<file path="src/rtl/instruction_fetch_pkg.sv">
// ---------------------------------------------------------------------------
// instruction_fetch_pkg
// Shared definitions for the uDLX instruction fetch stage:
//   - default instruction / PC widths, reset PC and sequential PC step
//   - NOP encoding (all-zero word) used as the IF/ID bubble
//   - fetch FSM state encoding (IDLE / FETCH / HALT, 2 bits)
//   - helper that flags a branch target that is not word aligned
// ---------------------------------------------------------------------------
package instruction_fetch_pkg;

  localparam int unsigned IF_INSTRUCTION_WIDTH = 32;
  localparam int unsigned IF_PC_WIDTH          = 32;
  localparam int unsigned IF_PC_STEP           = 4;

  // The decoder treats an all-zero word as a no-operation.
  localparam int unsigned IF_NOP_VALUE = 0;

  typedef enum logic [1:0] {
    IF_ST_IDLE  = 2'b00,
    IF_ST_FETCH = 2'b01,
    IF_ST_HALT  = 2'b10
  } if_state_e;

  // Instructions are 32-bit aligned, so any set bit in the low two address
  // bits of a branch target is a fatal fetch error.
  function automatic logic if_target_misaligned(input logic [1:0] low_bits);
    return (low_bits != 2'b00);
  endfunction

endpackage

</file>
<file path="src/rtl/instruction_fetch_program_counter.sv">
// ---------------------------------------------------------------------------
// program_counter
// Owns the fetch PC register. A load has priority over an increment; the
// increment wraps modulo 2^PC_WIDTH by plain truncation.
// Ports:
//   clk, rst_n       : clock, asynchronous active-low reset
//   load_en_i        : load load_value_i into the PC this cycle
//   load_value_i     : redirect address
//   inc_en_i         : advance the PC by PC_STEP this cycle
//   pc_o             : current PC
//   pc_next_seq_o    : PC + PC_STEP (wrapped), the next sequential address
// ---------------------------------------------------------------------------
module program_counter
  import instruction_fetch_pkg::*;
#(
  parameter int unsigned            PC_WIDTH       = IF_PC_WIDTH,
  parameter logic [PC_WIDTH-1:0]    PC_RESET_VALUE = '0,
  parameter int unsigned            PC_STEP        = IF_PC_STEP
) (
  input  logic                clk,
  input  logic                rst_n,
  input  logic                load_en_i,
  input  logic [PC_WIDTH-1:0] load_value_i,
  input  logic                inc_en_i,
  output logic [PC_WIDTH-1:0] pc_o,
  output logic [PC_WIDTH-1:0] pc_next_seq_o
);

  localparam logic [PC_WIDTH-1:0] STEP = PC_WIDTH'(PC_STEP);

  logic [PC_WIDTH-1:0] pc_q;
  logic [PC_WIDTH-1:0] pc_d;

  // Sum is truncated to PC_WIDTH bits, giving the modulo wrap for free.
  assign pc_next_seq_o = pc_q + STEP;
  assign pc_o          = pc_q;

  always_comb begin
    pc_d = pc_q;
    if (load_en_i) begin
      pc_d = load_value_i;
    end else if (inc_en_i) begin
      pc_d = pc_next_seq_o;
    end
  end

  always_ff @(posedge clk or negedge rst_n) begin
    if (!rst_n) begin
      pc_q <= PC_RESET_VALUE;
    end else begin
      pc_q <= pc_d;
    end
  end

endmodule

</file>
<file path="src/rtl/instruction_fetch.sv">
// ---------------------------------------------------------------------------
// instruction_fetch
// First pipeline stage of the uDLX core. Holds the PC (in program_counter),
// requests words from a single-cycle instruction memory and captures them
// into the IF/ID register that feeds the decoder. Handles stall, flush and
// branch redirect, and halts permanently (until reset) on a misaligned
// branch target.
//
// Ports:
//   clk, rst_n          : clock, asynchronous active-low reset
//   stall_in            : hold PC and IF/ID register
//   flush_in            : replace IF/ID contents with a bubble
//   branch_taken_in     : redirect PC to branch_target_in (implies flush)
//   branch_target_in    : redirect address
//   imem_req_out        : fetch request
//   imem_addr_out       : fetch address (always the current PC)
//   imem_ready_in       : imem_data_in is valid this cycle
//   imem_data_in        : fetched word
//   instruction_out     : IF/ID instruction
//   pc_out              : IF/ID next-sequential PC (fetch PC + PC_STEP)
//   valid_out           : IF/ID holds a real instruction
//   fetch_error_out     : sticky misaligned-target error
//   fsm_state_out       : debug view of the fetch FSM state
//   perf_fetched_out    : (IF_PERF_COUNTERS_EN) accepted-word count
//   perf_bubbles_out    : (IF_PERF_COUNTERS_EN) bubble count
//
// Handshake: a word is accepted on a rising edge where imem_req_out and
// imem_ready_in are both high; imem_data_in is sampled on that same edge.
// imem_ready_in carries no meaning while imem_req_out is low.
//
// Optional feature macro: IF_PERF_COUNTERS_EN adds two saturating 32-bit
// performance counters and their output ports.
// ---------------------------------------------------------------------------
module instruction_fetch
  import instruction_fetch_pkg::*;
#(
  parameter int unsigned         INSTRUCTION_WIDTH = IF_INSTRUCTION_WIDTH,
  parameter int unsigned         PC_WIDTH          = IF_PC_WIDTH,
  parameter logic [PC_WIDTH-1:0] PC_RESET_VALUE    = '0,
  parameter int unsigned         PC_STEP           = IF_PC_STEP
) (
  input  logic                         clk,
  input  logic                         rst_n,
  input  logic                         stall_in,
  input  logic                         flush_in,
  input  logic                         branch_taken_in,
  input  logic [PC_WIDTH-1:0]          branch_target_in,
  output logic                         imem_req_out,
  output logic [PC_WIDTH-1:0]          imem_addr_out,
  input  logic                         imem_ready_in,
  input  logic [INSTRUCTION_WIDTH-1:0] imem_data_in,
  output logic [INSTRUCTION_WIDTH-1:0] instruction_out,
  output logic [PC_WIDTH-1:0]          pc_out,
  output logic                         valid_out,
  output logic                         fetch_error_out,
`ifdef IF_PERF_COUNTERS_EN
  output logic [31:0]                  perf_fetched_out,
  output logic [31:0]                  perf_bubbles_out,
`endif
  output if_state_e                    fsm_state_out
);

  localparam logic [INSTRUCTION_WIDTH-1:0] NOP = INSTRUCTION_WIDTH'(IF_NOP_VALUE);

  // -------------------------------------------------------------------------
  // State and IF/ID register
  // -------------------------------------------------------------------------
  if_state_e                    state_q, state_d;
  logic [INSTRUCTION_WIDTH-1:0] instr_q, instr_d;
  logic [PC_WIDTH-1:0]          pc_seq_q, pc_seq_d;
  logic                         valid_q, valid_d;
  logic                         error_q, error_d;

  // Program counter control
  logic                pc_load_en;
  logic                pc_inc_en;
  logic [PC_WIDTH-1:0] pc;
  logic [PC_WIDTH-1:0] pc_next_seq;

  // Event strobes, also used by the optional counters
  logic accept;
  logic bubble;

  program_counter #(
    .PC_WIDTH       (PC_WIDTH),
    .PC_RESET_VALUE (PC_RESET_VALUE),
    .PC_STEP        (PC_STEP)
  ) u_program_counter (
    .clk           (clk),
    .rst_n         (rst_n),
    .load_en_i     (pc_load_en),
    .load_value_i  (branch_target_in),
    .inc_en_i      (pc_inc_en),
    .pc_o          (pc),
    .pc_next_seq_o (pc_next_seq)
  );

  // -------------------------------------------------------------------------
  // Memory request
  // -------------------------------------------------------------------------
  assign imem_req_out  = (state_q == IF_ST_FETCH) && !stall_in
                         && !branch_taken_in && !flush_in;
  assign imem_addr_out = pc;

  // -------------------------------------------------------------------------
  // Next-state / IF/ID update, priority: branch > flush > stall > accept
  // > wait-for-memory.
  // -------------------------------------------------------------------------
  always_comb begin
    state_d    = state_q;
    instr_d    = instr_q;
    pc_seq_d   = pc_seq_q;
    valid_d    = valid_q;
    error_d    = error_q;
    pc_load_en = 1'b0;
    pc_inc_en  = 1'b0;
    accept     = 1'b0;
    bubble     = 1'b0;

    unique case (state_q)
      IF_ST_IDLE: begin
        state_d = IF_ST_FETCH;
      end

      IF_ST_FETCH: begin
        if (branch_taken_in) begin
          bubble  = 1'b1;
          valid_d = 1'b0;
          if (if_target_misaligned(branch_target_in[1:0])) begin
            // Fatal: the PC is left alone and the stage stops fetching.
            state_d = IF_ST_HALT;
            error_d = 1'b1;
          end else begin
            instr_d    = NOP;
            pc_load_en = 1'b1;
          end
        end else if (flush_in) begin
          bubble  = 1'b1;
          instr_d = NOP;
          valid_d = 1'b0;
        end else if (stall_in) begin
          // Everything holds.
        end else if (imem_ready_in) begin
          // imem_req_out is necessarily high on this branch.
          accept    = 1'b1;
          instr_d   = imem_data_in;
          pc_seq_d  = pc_next_seq;
          valid_d   = 1'b1;
          pc_inc_en = 1'b1;
        end else begin
          bubble  = 1'b1;
          valid_d = 1'b0;
        end
      end

      IF_ST_HALT: begin
        valid_d = 1'b0;
      end

      default: begin
        state_d = IF_ST_IDLE;
        valid_d = 1'b0;
      end
    endcase
  end

  always_ff @(posedge clk or negedge rst_n) begin
    if (!rst_n) begin
      state_q  <= IF_ST_IDLE;
      instr_q  <= NOP;
      pc_seq_q <= '0;
      valid_q  <= 1'b0;
      error_q  <= 1'b0;
    end else begin
      state_q  <= state_d;
      instr_q  <= instr_d;
      pc_seq_q <= pc_seq_d;
      valid_q  <= valid_d;
      error_q  <= error_d;
    end
  end

  assign instruction_out = instr_q;
  assign pc_out          = pc_seq_q;
  assign valid_out       = valid_q;
  assign fetch_error_out = error_q;
  assign fsm_state_out   = state_q;

`ifdef IF_PERF_COUNTERS_EN
  // -------------------------------------------------------------------------
  // Saturating performance counters
  // -------------------------------------------------------------------------
  logic [31:0] perf_fetched_q, perf_fetched_d;
  logic [31:0] perf_bubbles_q, perf_bubbles_d;

  always_comb begin
    perf_fetched_d = perf_fetched_q;
    perf_bubbles_d = perf_bubbles_q;
    if (accept && (perf_fetched_q != 32'hFFFF_FFFF)) begin
      perf_fetched_d = perf_fetched_q + 32'd1;
    end
    if (bubble && (perf_bubbles_q != 32'hFFFF_FFFF)) begin
      perf_bubbles_d = perf_bubbles_q + 32'd1;
    end
  end

  always_ff @(posedge clk or negedge rst_n) begin
    if (!rst_n) begin
      perf_fetched_q <= '0;
      perf_bubbles_q <= '0;
    end else begin
      perf_fetched_q <= perf_fetched_d;
      perf_bubbles_q <= perf_bubbles_d;
    end
  end

  assign perf_fetched_out = perf_fetched_q;
  assign perf_bubbles_out = perf_bubbles_q;
`endif

endmodule

</file>
<file path="config.mk">
export PLATFORM = sky130hd
export DESIGN_NAME = instruction_fetch
export DESIGN_NICKNAME = d
export VERILOG_FILES = /design/src/rtl/instruction_fetch_pkg.sv /design/src/rtl/instruction_fetch_program_counter.sv /design/src/rtl/instruction_fetch.sv
export SDC_FILE = /design/constraint.sdc
export NUM_CORES = 1
export LEC_CHECK = 0
export ABC_AREA = 0
export CAP_MARGIN = 5
export CORE_MARGIN = 1
export CORE_UTILIZATION = 45
export DETAILED_ROUTE_END_ITERATION = 8
export PLACE_DENSITY = 0.83
export SYNTH_ARGS = -nofsm -noshare
export SYNTH_HDL_FRONTEND = slang
export SYNTH_SLANG_ARGS = --single-unit
</file>
<file path="constraint.sdc">
create_clock -name clk -period 2.6 [get_ports clk]
set_input_delay 0.52 -clock clk [delete_from_list [all_inputs] [get_ports clk]]
set_output_delay 0.52 -clock clk [all_outputs]
set_load 0.05 [all_outputs]
</file>
**Word level (Yosys, flattened, before mapping)**

Cells that the tools add are included.

- $add $sub $neg: 1
- Bitwise operators: 5
- Equal/unequal tests: 7
- Reductions and logical operators: 15
- Multiplexer cells: 22

Operators by type and width:

| cell | number |
|---|---|
| two-way mux 32 bit | 7 |
| adder 32 x 3 -> 32 bit, second input constant | 1 |
| two-way mux 1 bit | 11 |
| case mux 2 bit (3 select lines) | 1 |
| AND reduction 3 bit | 2 |
| inverter 1 bit | 5 |
| AND reduction 5 bit | 1 |
| two-way mux 2 bit | 2 |
| != test 2 bit, second input constant | 2 |
| != test 4 bit, second input constant | 1 |
| AND reduction 4 bit | 1 |
| nonzero test 2 bit | 2 |
| logical AND 1 bit | 3 |
| zero test 1 bit | 3 |
| != test 3 x 1 -> 1 bit, second input constant | 1 |
| nonzero test 3 bit | 1 |
| equality test 2 x 1 -> 1 bit, second input constant | 1 |
| equality test 2 bit, second input constant | 1 |
| zero test 2 bit | 1 |
| != test 2 x 1 -> 1 bit, second input constant | 1 |
| case mux 1 bit (2 select lines) | 1 |
| AND reduction 2 bit | 1 |

- Register bits: 100
- Input port bits: 70
- Word-level logic and storage cells: 56
- Output and inout bits: 101

**Logic depth before layout (Yosys ltp)**

Gate-level depths: netlist of the first run.

- Depth after elaboration: 7
- Depth in mapped cells: 7
- Depth with buffers taken out: 6

**Hierarchy**

From an unflattened synthesis of the first run, not the netlist that was laid out.

- Cell total of the unflattened synthesis: 450
- Area, all modules: 4,958.5 sq um

By module, submodules not included:

| module | area an instance (sq um) | times used | sequential area each (sq um) | cells an instance |
|---|---|---|---|---|
| instruction_fetch | 2,585.0 | 1 | 1,701.6 | 161 |
| program_counter | 2,373.5 | 1 | 800.8 | 289 |

**Least setup slack after synthesis of the first run**

OpenSTA, ideal clock, no wires.

- Path type: reg-to-output
- From: register state_q[1], in the netlist fsm_state_out[1]
- To: output imem_req_out
- Arrival: 1,872 ps
- Stages on the path, launching flop included: 3
- Required time: 2,080 ps
- Path slack: 208 ps
- Buffers on the path: 0
- Cell sequence: dfrtp_1 or4b_4 nor2_1

- Cells in the longest elaborated chain, start to end: 4

Ends and longest elaborated chain:

| what | RTL line | RTL |
|---|---|---|
| from (decl) | instruction_fetch.sv:68 | `if_state_e state_q, state_d;` |
| from (signal assigned) | instruction_fetch.sv:175 | `state_q <= state_d;` |
| equality test 2 x 1 -> 1 bit | instruction_fetch.sv:101 | `assign imem_req_out = (state_q == IF_ST_FETCH) && !stall_in` |
| logical AND 1 bit | instruction_fetch.sv:101 |  |
| logical AND 1 bit (2 in a row) | instruction_fetch.sv:102 | `&& !branch_taken_in && !flush_in;` |
| to (decl) | instruction_fetch.sv:48 | `output logic imem_req_out,` |

Every way passes these cells.

**Worst setup path after layout of the first run**

- From: input branch_taken_in
- To: output imem_req_out

- Cells in the longest elaborated chain, start to end: 3

Ends and longest elaborated chain:

| what | RTL line | RTL |
|---|---|---|
| from (decl) | instruction_fetch.sv:46 | `input logic branch_taken_in,` |
| zero test 1 bit | instruction_fetch.sv:102 |  |
| logical AND 1 bit (2 in a row) | instruction_fetch.sv:102 |  |

Every way passes these cells.

==> results of run 1 <==
-- layer usage --
metal | GRT usage, % | part of all wire (%)
met3 | 7.392 | 8.5
met5 | 0 | 0
met2 | 40.65 | 49
met1 | 30.96 | 42
met4 | 8.451 | 0.94
-- final timing paths --
kind	startpoint	to	slack (ps)
max in group asynchronous	rst_n	instruction_out[24]	1900
worst max-delay path	branch_taken_in	imem_req_out	200
worst min register to register	pc_out[2]	pc_out[2]	480
worst max register to register	fsm_state_out[1]	u_program_counter.pc_o[16]	410
min in group clk	pc_out[2]	pc_out[2]	480
worst min-delay path	rst_n	pc_out[11]	40
-- synth_stat cells (all sizes together), types with 4 or more instances --
library cell  count  area share (%)
a21o              4            0.65
a21oi             6            0.65
a221o             8             1.7
and3              6            0.81
nor2             22             1.8
nor3              5            0.76
nand2           126              10
buf              13             2.2
o21ai            85             9.2
dfrtp           100              54
clkbuf           19             1.5
xnor2            10             1.9
inv               4            0.32
nor4              4             1.0
xor2             16             3.0
nand3            12             1.3
o311ai            5            0.94
nor2b             4            0.54
nand4             9             1.2
a22oi            14             2.3
-- registers in the layout, indices dropped and copies added, names as in the netlist --
register	flops
instruction_out	32
pc_out	32
u_program_counter.pc_o	32
fsm_state_out	2
fetch_error_out	1
valid_out	1
-- stage by stage --
step,area (µm²),std cells,power (mW)
after floorplan,4636,494,5.656
after global placement,6499,779,7.260
after detailed placement,6499,779,7.369
after CTS,6688,794,8.361
after global routing,6688,794,8.744
final,6688,794,8.321
-- cell type report --
class	instances	share of cell area, %
Clock inverter	5	0.9167
Multi-Input combinational cell	358	29.17
Sequential cell	100	37.42
Inverter	4	0.2245
Timing Repair Buffer	184	27.88
Clock buffer	10	1.908
Tap cell	133	2.488
-- critical path, delay by kind of cell --
family / cells / cell delay [ps]
AND/OR/NAND/NOR: 2 / 760
buffers and inverters: 2 / 600
-- placed cells by master, fill, tap and decap left out, drive strengths merged, types with 6 or more instances in the layout --
cell and n:
xnor2 10, xor2 16, a22oi 14, clkbuf 10, clkdlybuf4s50 168, o21ai 85
a221o 8, and3 6, buf 16, nand4 9, nand2 126, dfrtp 100
nand3 12, a21oi 6, nor2 22
-- cells by family after synthesis --
family                   after synthesis  synth area share, %
AO/OA/AOI/OAI                        129                16.60
XOR/XNOR                              26                4.912
flip-flops                           100                53.98
adder cells (fa/ha/maj)                1               0.2699
multiplexers                           1               0.2159
buffers and inverters                 36                4.048
AND/OR/NAND/NOR                      201                19.97
-- power by group through the flow --
stage	combinational, mW	sequential, mW	clock, mW
2_1_floorplan	0.940	4.72	0
3_3_place_gp	4.51	2.75	0
3_5_place_dp	4.58	2.79	0
4_1_cts	4.59	2.76	1.01
5_1_grt	4.83	2.85	1.07
6_report	4.56	2.77	0.990
==> impl_results.md, run 1 <==
- Hold Buf Count CTS: 0
- Seq/Total Area, Yosys: 53.98%
- Switching power: around 4.2 mW
- Dpl hpwl: 9417 µm
- Num Clock Sinks: 100
- WL/cell: approximately 16 µm
- Share of cells above drive strength 1: 6.505%
- Gate power share: between 50 and 60%
- Largest net degree at the start of global routing: between 50 and 60
- CP max-delay cell: or4b_4
- Clk network pwr share: 11.9%
- Element type at the critical path end: output pin
- Clock transition at path regs: 100 ps
- GRT Util Overall: 24.65%
- Async set-reset flop share out of synthesis: between 90% and 100%
- Fillcell total: 762
- Synth Flop Type: dfrtp_1
- Cell variety after synth: 43
- RSZ-0062 raised after global routing: false
- Nets: 728
- Initial Util: 46.99%
- CTS tree: done
- Hold_ws: 38.46 ps
- Setup Skew: 15.79 ps
- Number of synthesized flops with an enable pin: 0
- Slowest stage delay, CP: 560 ps
- Data arrival, critical path: 1880 ps
- Mapped Cells: between 400 and 500
- Area delta synth->final: 44.26%
- Register area: 2502 µm²
- Die ar.: between 10,000 and 15,000 µm²
- Horiz. Die Dim: 103.5 µm
- First-pass GRT wire length: 20,220 µm
- Clk_lat worst skew: approximately 360 ps
- Synthesis Warnings: 0
- Setup TNS: 0 ps
- Reg2Reg Depth: 6
- Post-CTS Setup Bufs: 0
- 1st-iter DRT viols: 321
- Dpl ws: -74.91 ps
- Syn Nets: 565
- Leakage: 2.753 nW
- Die Ht: about 100 µm
- Int Power: 4.131 mW
- Final Setup Violations: 0
- Worst Tran Pin Value: just over 1000 ps
- Hold WC Path Type: in2async
- Cell Chain, Critical Path: clkdlybuf4s50_1 > or4b_4 > nor2_1 > buf_12
- Switch share: 50.35%
- Total congestion overflow: 0
- Setup ws final: slightly below 200 ps
- Synthesized area: 4636 µm²
- CTS Buf Count: 9
- First-pass detailed-route iteration total: 5
- Via count: 4,292
- Setup CP Type: in2out
- Top Ports: 171
- Flop pwr share: approximately 33%
- ANT nets after route: 0
- Vias per cell: 5.406
- Max Clk Rate: around 420 MHz
- VDD IR max: 0.0006252 V
- DRC errors left: 0
- Area of the multi-input gates: 1951 µm²
- Core ar.: ~10000 µm²
- Max Transition Viols Final: 0
- Critical Path RT: 2080 ps
- Syn avg cell area: 9.384 µm²
- ANT cells: 0
- Final core occ: around two thirds
- Vias in the first global route: 4,295
- Number of port buffers: 170
- Maxcap violations: 0
- Initial antenna violation count: 0
- Status: finished, final reports clean
- Final RePlAce weighted congestion: 0.8171
- Final min period: 2402 ps
- Flop and latch count out of synthesis: 100
- Final Hold Fails: 0
- Slew HR: 31.69%
- Post-cts resize count: 0
- Power per Cell Area: 1244 nW/µm²
- CP max FO: 4
- H-tree depth: 3
- Routed WL: 12,670 µm
- Root Buffer: clkbuf_8
- Longest Clk Path Bufs: 2
- Critical path startpoint category: primary input
- Fin crit share: 92.39%
- Core Rows: 36
(Power assumes the default switching activity.)
==> run 2: changes to the inputs <==
--- a/config.mk
+++ b/config.mk
@@ -7,10 +7,12 @@
 export LEC_CHECK = 0
 export ABC_AREA = 0
 export CAP_MARGIN = 5
+export CELL_PAD_IN_SITES_DETAIL_PLACEMENT = 1
+export CELL_PAD_IN_SITES_GLOBAL_PLACEMENT = 2
 export CORE_MARGIN = 1
-export CORE_UTILIZATION = 45
+export CORE_UTILIZATION = 26
 export DETAILED_ROUTE_END_ITERATION = 8
-export PLACE_DENSITY = 0.83
+export PLACE_DENSITY = 0.82
 export SYNTH_ARGS = -nofsm -noshare
 export SYNTH_HDL_FRONTEND = slang
 export SYNTH_SLANG_ARGS = --single-unit
==> run 2 against run 1 <==
  * Clock power up 69%
  * Worst hold slack better by 180 ps
  * Via count down 0.72%
  * Wire length up 17%
  * Register-to-register slack about the same
  * Sequential cell count unchanged
  * Critical path depth unchanged
  * Combinational power up 1%
  * Sequential power about the same
  * Largest power group unchanged
==> impl_results.md, run 2 (synthesis gave the netlist of run 1 again) <==
- Top Ports: between 150 and 200
- WL/cell: between 15 and 20 µm
- ANT cells: 0
- VDD IR max: approximately 0.00054 V
- Share of cells above drive strength 1: roughly 7.3%
- Total congestion overflow: 0
- Die ar.: 18,370 µm²
- Final min period: around 2500 ps
- Most common cell after layout, fill and taps aside: clkdlybuf4s50_1
- Die Ht: 135.5 µm
- Final Hold Fails: 0
- Post-CTS Setup Bufs: 0
- Hold Buf Count CTS: 0
- CTS Buf Count: 9
- Max Transition Viols Final: 0
- Longest Clk Path Bufs: 2
- Final RePlAce weighted congestion: 0.8044
- Initial antenna violation count: 0
- Final Setup Violations: 0
- Max Clk Rate: just over 400 MHz
- Nets: approximately 730
- First-pass GRT wire length: 24,300 µm
- Element type at the critical path end: output pin
- 1st-iter DRT viols: 182
- Maxcap violations: 0
- M1 wire length: 6299 µm
- Most frequent cells in the layout: clkdlybuf4s50_1 (168), nand2_1 (126), dfrtp_1 (100)
- Worst Tran Pin Value: roughly 1100 ps
- CTS tree: done
- Largest net degree at the start of global routing: 65
- Slew HR: 26.24%
- RSZ-0062 raised after global routing: false
- Status: finished, final reports clean
- GRT Util Overall: between 10% and 20%
- Metal3 WL: 1197 µm
- Critical Path RT: between 2000 and 2500 ps
- Met2 routed WL: slightly above 7000 µm
- Vias per cell: 4.772
- Total power: approximately 9 mW
- Critical path startpoint category: primary input
- Post-cts resize count: 0
- Power per Cell Area: 1286 nW/µm²
- Area delta synth->final: 51.88%
- First-pass detailed-route iteration total: 4
- Dpl ws: -93.49 ps
- Leakage: 2.879 nW
- Fillcell total: 1,962
- Routed WL: 14,840 µm
- Final core occ: slightly above 40%
- Via count: 4,261
- Horiz. Die Dim: around 140 µm
- Top sig layer: met4
- DRC errors left: 0
- Fin crit share: 95.64%
- Setup CP Type: in2out
- Number of port buffers: 170
- Hold_ws: roughly 220 ps
- Num Clock Sinks: 100
- Dpl hpwl: 10,950 µm
- Vias in the first global route: 4,675
- Core Rows: 48
- Root Buffer: clkbuf_16
- Clock transition at path regs: 70 ps
- ANT nets after route: 0
- Hold WC Path Type: in2async
- Setup Skew: 4.025 ps
- Core ar.: 17,360 µm²
- H-tree depth: 3
- Data arrival, critical path: 1970 ps
- Clk_lat worst skew: 350 ps
- R2r setup slk: 410 ps
- Setup ws final: 113.5 ps
- CP max FO: 4
- Initial Util: 26.71%
## run 2: worst paths after layout
check                                          start                          to  cells past startpoint
setup / recovery                     branch_taken_in                imem_req_out                      4
hold / removal                                 rst_n                  pc_out[11]                      1
setup reg to reg           u_program_counter.pc_o[2]  u_program_counter.pc_o[28]                      6
hold reg to reg                      fetch_error_out             fetch_error_out                      1
max in group asynchronous                      rst_n         instruction_out[30]                      2
min in group clk                     fetch_error_out             fetch_error_out                      1
## run 2: where the power goes
group          leakage, nW  switching, mW  total (mW)  internal, mW
logic                 1.39           3.06        4.61          1.55
registers             1.31          0.627        2.77          2.15
clock network        0.177          0.599        1.67          1.07
## run 2: worst max-delay path, cell delays in order
cell,delay (ps)
clkdlybuf4s50_1,480
or4b_4,580
nor2_1,200
buf_12,170
## run 2: final cells by class
class	instances	area, µm²	share of cell area [%]
clock inverter	4	120.1	1.706
timing repair buffer	190	1922	27.30
sequential	100	2502	35.54
clock buffer	12	246.5	3.501
inverter	4	15.01	0.2133
multi-input combinational	358	1953	27.74
tap	225	281.5	3.999
## run 2: metal layers
layer / up-vias / global-route usage [%]
met3: 11 / 5.499
met2: 130 / 28.77
met4: 0 / 5.680
met1: 2077 / 20.47
li1: 2043 / -
met5: - / 0
## run 2: through the flow
stage | instance area (µm²) | std cells | TNS (ps)
after floorplan | 4636 | 494 | 0
after global placement | 6674 | 877 | -138.2
after detailed placement | 6674 | 877 | -827.4
after CTS | 7041 | 893 | 0
after global routing | 7041 | 893 | 0
final | 7041 | 893 | 0
==> run 3: changes to the inputs <==
--- a/config.mk
+++ b/config.mk
@@ -10,9 +10,10 @@
 export CELL_PAD_IN_SITES_DETAIL_PLACEMENT = 1
 export CELL_PAD_IN_SITES_GLOBAL_PLACEMENT = 2
 export CORE_MARGIN = 1
-export CORE_UTILIZATION = 26
+export CORE_UTILIZATION = 28
 export DETAILED_ROUTE_END_ITERATION = 8
 export PLACE_DENSITY = 0.82
 export SYNTH_ARGS = -nofsm -noshare
 export SYNTH_HDL_FRONTEND = slang
+export SYNTH_HIERARCHICAL = 1
 export SYNTH_SLANG_ARGS = --single-unit
==> run 3 against run 2 <==
  * Clock skew up 4.3 ps
  * Total power rose by 1.5%
  * Global-route usage rose by 1.4 points
  * Non-clock buffer count rose by 17
  * Largest power group unchanged
  * Highest routed layer unchanged
==> impl_results.md, run 3 <==
- CTS Buf Count: 9
- First-pass detailed-route iteration total: 4
- Critical Path RT: between 2000 and 3000 ps
- RSZ-0062 raised after global routing: true
- Fillcell total: 1,863
- DRC errors left: 0
- Cell Area, Placed: between 7000 and 8000 µm²
- Dpl ws: -538.1 ps
- Die Ht: 135.1 µm
- ANT cells: 0
- Async set-reset flop share out of synthesis: 100.0%
- Power per Cell Area: 1240 nW/µm²
- Area delta synth->final: 49.48%
- Post-route insts no fill: 865
- Top cells by count, synth: dfrtp_1 (100), nand2_1 (35), a22o_1 (32), xnor2_1 (27), nor2_1 (25)
- Most common cell after layout, fill and taps aside: clkdlybuf4s50_1
- Post-Synth Simple-Gate Area: 16.43%
- CTS tree: done
- Compound-Gate Fraction of Synth Area: a little under an eighth
- Synth Flop Type: dfrtp_1
- Initial Util: 28.67%
- Final min period: roughly 2600 ps
- Met3 usage: approximately 3.8%
- VDD IR max: about 0.00071 V
- Number of synthesized flops with an enable pin: 0
- Fin crit share: 99.30%
- Cell variety after synth: between 40 and 50
- GRT met1 Usage: 23.61%
- Status: finished, final reports clean
- Max Clk Rate: roughly 390 MHz
- Largest net degree at the start of global routing: between 60 and 70
- Data arrival, critical path: around 2900 ps
- Maxcap violations: 0
- R2r endpoint: u_program_counter/pc_o[31]
- Number of port buffers: between 150 and 200
- Total power: 9.191 mW
- Grt met2 use: 30.67%
- Die ar.: 18,250 µm²
- Reg2Reg Depth: 7
- Clock transition at path regs: about 70 ps
- Setup ws final: around 18 ps
- Core ar.: 17,300 µm²
- Multiplexer share of the synthesized area: 9.134%
- Xor/xnor share of the synthesized area: ~7.4%
- Root Buffer: clkbuf_16
- GRT busiest layer: met2
- Top Ports: 171
- Placed cells: 846
- Worst Tran Pin Value: around 580 ps
- Clk_lat worst skew: approximately 350 ps
- Hold WC Path Type: in2async
- Final Setup Violations: 0
- Cell taking the most area after synthesis: dfrtp_1
- WL/cell: between 15 and 20 µm
- Max Transition Viols Final: 0
- Most frequent cells in the layout: clkdlybuf4s50_1 (166), dfrtp_1 (98), buf_4 (36)
- Core Rows: between 40 and 50
- Most frequent cell after synthesis: dfrtp_1
- R2r setup slk: 20 ps
- Nets: roughly 710
- Slew HR: between 60% and 70%
- Leakage: 2.964 nW
- Total congestion overflow: 0
- Synthesis Warnings: 6
- Mapped Cells: 450
- 1st-iter DRT viols: about 180
- Dpl hpwl: 11,890 µm
- Critical path startpoint category: register
- Finished Cell Area: 7412 µm²
- Syn Nets: 521
- Num Clock Sinks: 100
- Flop and latch count out of synthesis: 100
- Via count: 4,414
- ANT nets after route: 0
- Synthesized area: between 4000 and 5000 µm²
- Top post-synthesis cells by area: dfrtp_1 (50%), a22o_1 (5.7%), xnor2_1 (4.8%)
- CP max FO: 4
- Final RePlAce weighted congestion: 0.8204
- Element type at the critical path end: register
- Yosys top cell area share: 50.47%
- Final Hold Fails: 0
- Seq/Total Area, Yosys: 50.47%
- Routed WL: approximately 16,000 µm
- H-tree depth: 3
- Main combinational cell family by area after synthesis: simple AND/OR/NAND/NOR gates
- Post-Synth Adder-Cell Area: 0.2523%
- First-pass GRT wire length: 26,040 µm
- Vias per cell: 5.103
- Vias in the first global route: 4,859
- Setup CP Type: reg2reg
- Syn avg cell area: 11.02 µm²
- Final core occ: 42.85%
- Share of cells above drive strength 1: 15.31%
- Setup Skew: between 8 and 9 ps
- GRT Util Overall: 18.50%
- RR Startpoint: fsm_state_out[1]
- Horiz. Die Dim: 135.1 µm
- Initial antenna violation count: 0
- Longest Clk Path Bufs: 2
run 3: changes by cell type after synthesis, moves of 13 or more:
cell / previous run / this run
nand2_1: 126 / 35
o21ai_0: 53 / 18
xnor2_1: 10 / 27
a22o_1: 1 / 32
mux2_2: 0 / 19
a22oi_1: 14 / 1
o21ai_1: 32 / 0
run 3: kinds of logic after synthesis:
logic type | Yosys count
mux | 37
xor+xnor | 42
simple gates | 148
compound gates | 81
flops | 100
fa+ha+maj | 1
buf+inv | 41
run 3: layout make-up:
| class | count | area, µm² | area share, % |
|---|---|---|---|
| clock buffer | 11 | 242.7 | 3.275 |
| clock inverter | 5 | 61.31 | 0.8271 |
| inverter | 8 | 30.03 | 0.4051 |
| multi-input combinational | 309 | 2291 | 30.91 |
| sequential | 100 | 2505 | 33.79 |
| tap | 225 | 281.5 | 3.798 |
| timing repair buffer | 207 | 2001 | 26.99 |
run 3: through the flow:
stage	setup TNS, ps	hold WS, ps
floorplan	-1436	224.4
global placement	-16950	475.0
detailed placement	-22640	477.5
CTS	-9.543	153.9
global route	-76.57	163.9
finish	0	142.0
run 3: where the power goes:
part           switching (mW)  internal [mW]  total [mW]
clock                   0.620          0.775        1.39
combinational            3.08           1.81        4.89
sequential              0.772           2.13        2.91
run 3: worst max-delay path by stage:
| stage | to | startpoint | slack, ps |
|---|---|---|---|
| floorplan | u_program_counter/pc_o[22] | branch_taken_in | -300 |
| global placement | u_program_counter/pc_o[29] | branch_taken_in | -440 |
| detailed placement | u_program_counter/pc_o[22] | branch_taken_in | -540 |
| CTS | u_program_counter/pc_o[29] | fsm_state_out[1] | -10 |
| global route | u_program_counter/pc_o[31] | fsm_state_out[1] | -30 |
| finish | u_program_counter/pc_o[31] | fsm_state_out[1] | 20 |
run 3: timing repair:
| action | CTS | global route |
|---|---|---|
| setup buffers | 3 | 0 |
| pin swaps | 3 | 2 |
| setup endpoints to repair | 16 | 5 |
| hold buffers | 0 | 0 |
| gates resized for setup | 5 | 4 |
run 3: worst max-delay path, stage by stage (launching register included):
cell,delay (ps)
dfrtp_2,410
or4b_4,560
nor2b_4,230
buf_4,170
nand4_1,90
or4_4,440
or4_1,420
a31oi_1,180
run 3: routing by layer:
layer | share of wire, % | up-vias | wire length [µm]
met1 | 44 | 2237 | 7105
met3 | 4.9 | 25 | 790
met4 | 2.6 | 0 | 429
met2 | 49 | 135 | 7882
met5 | 0 | - | 0
li1 | - | 2017 | -
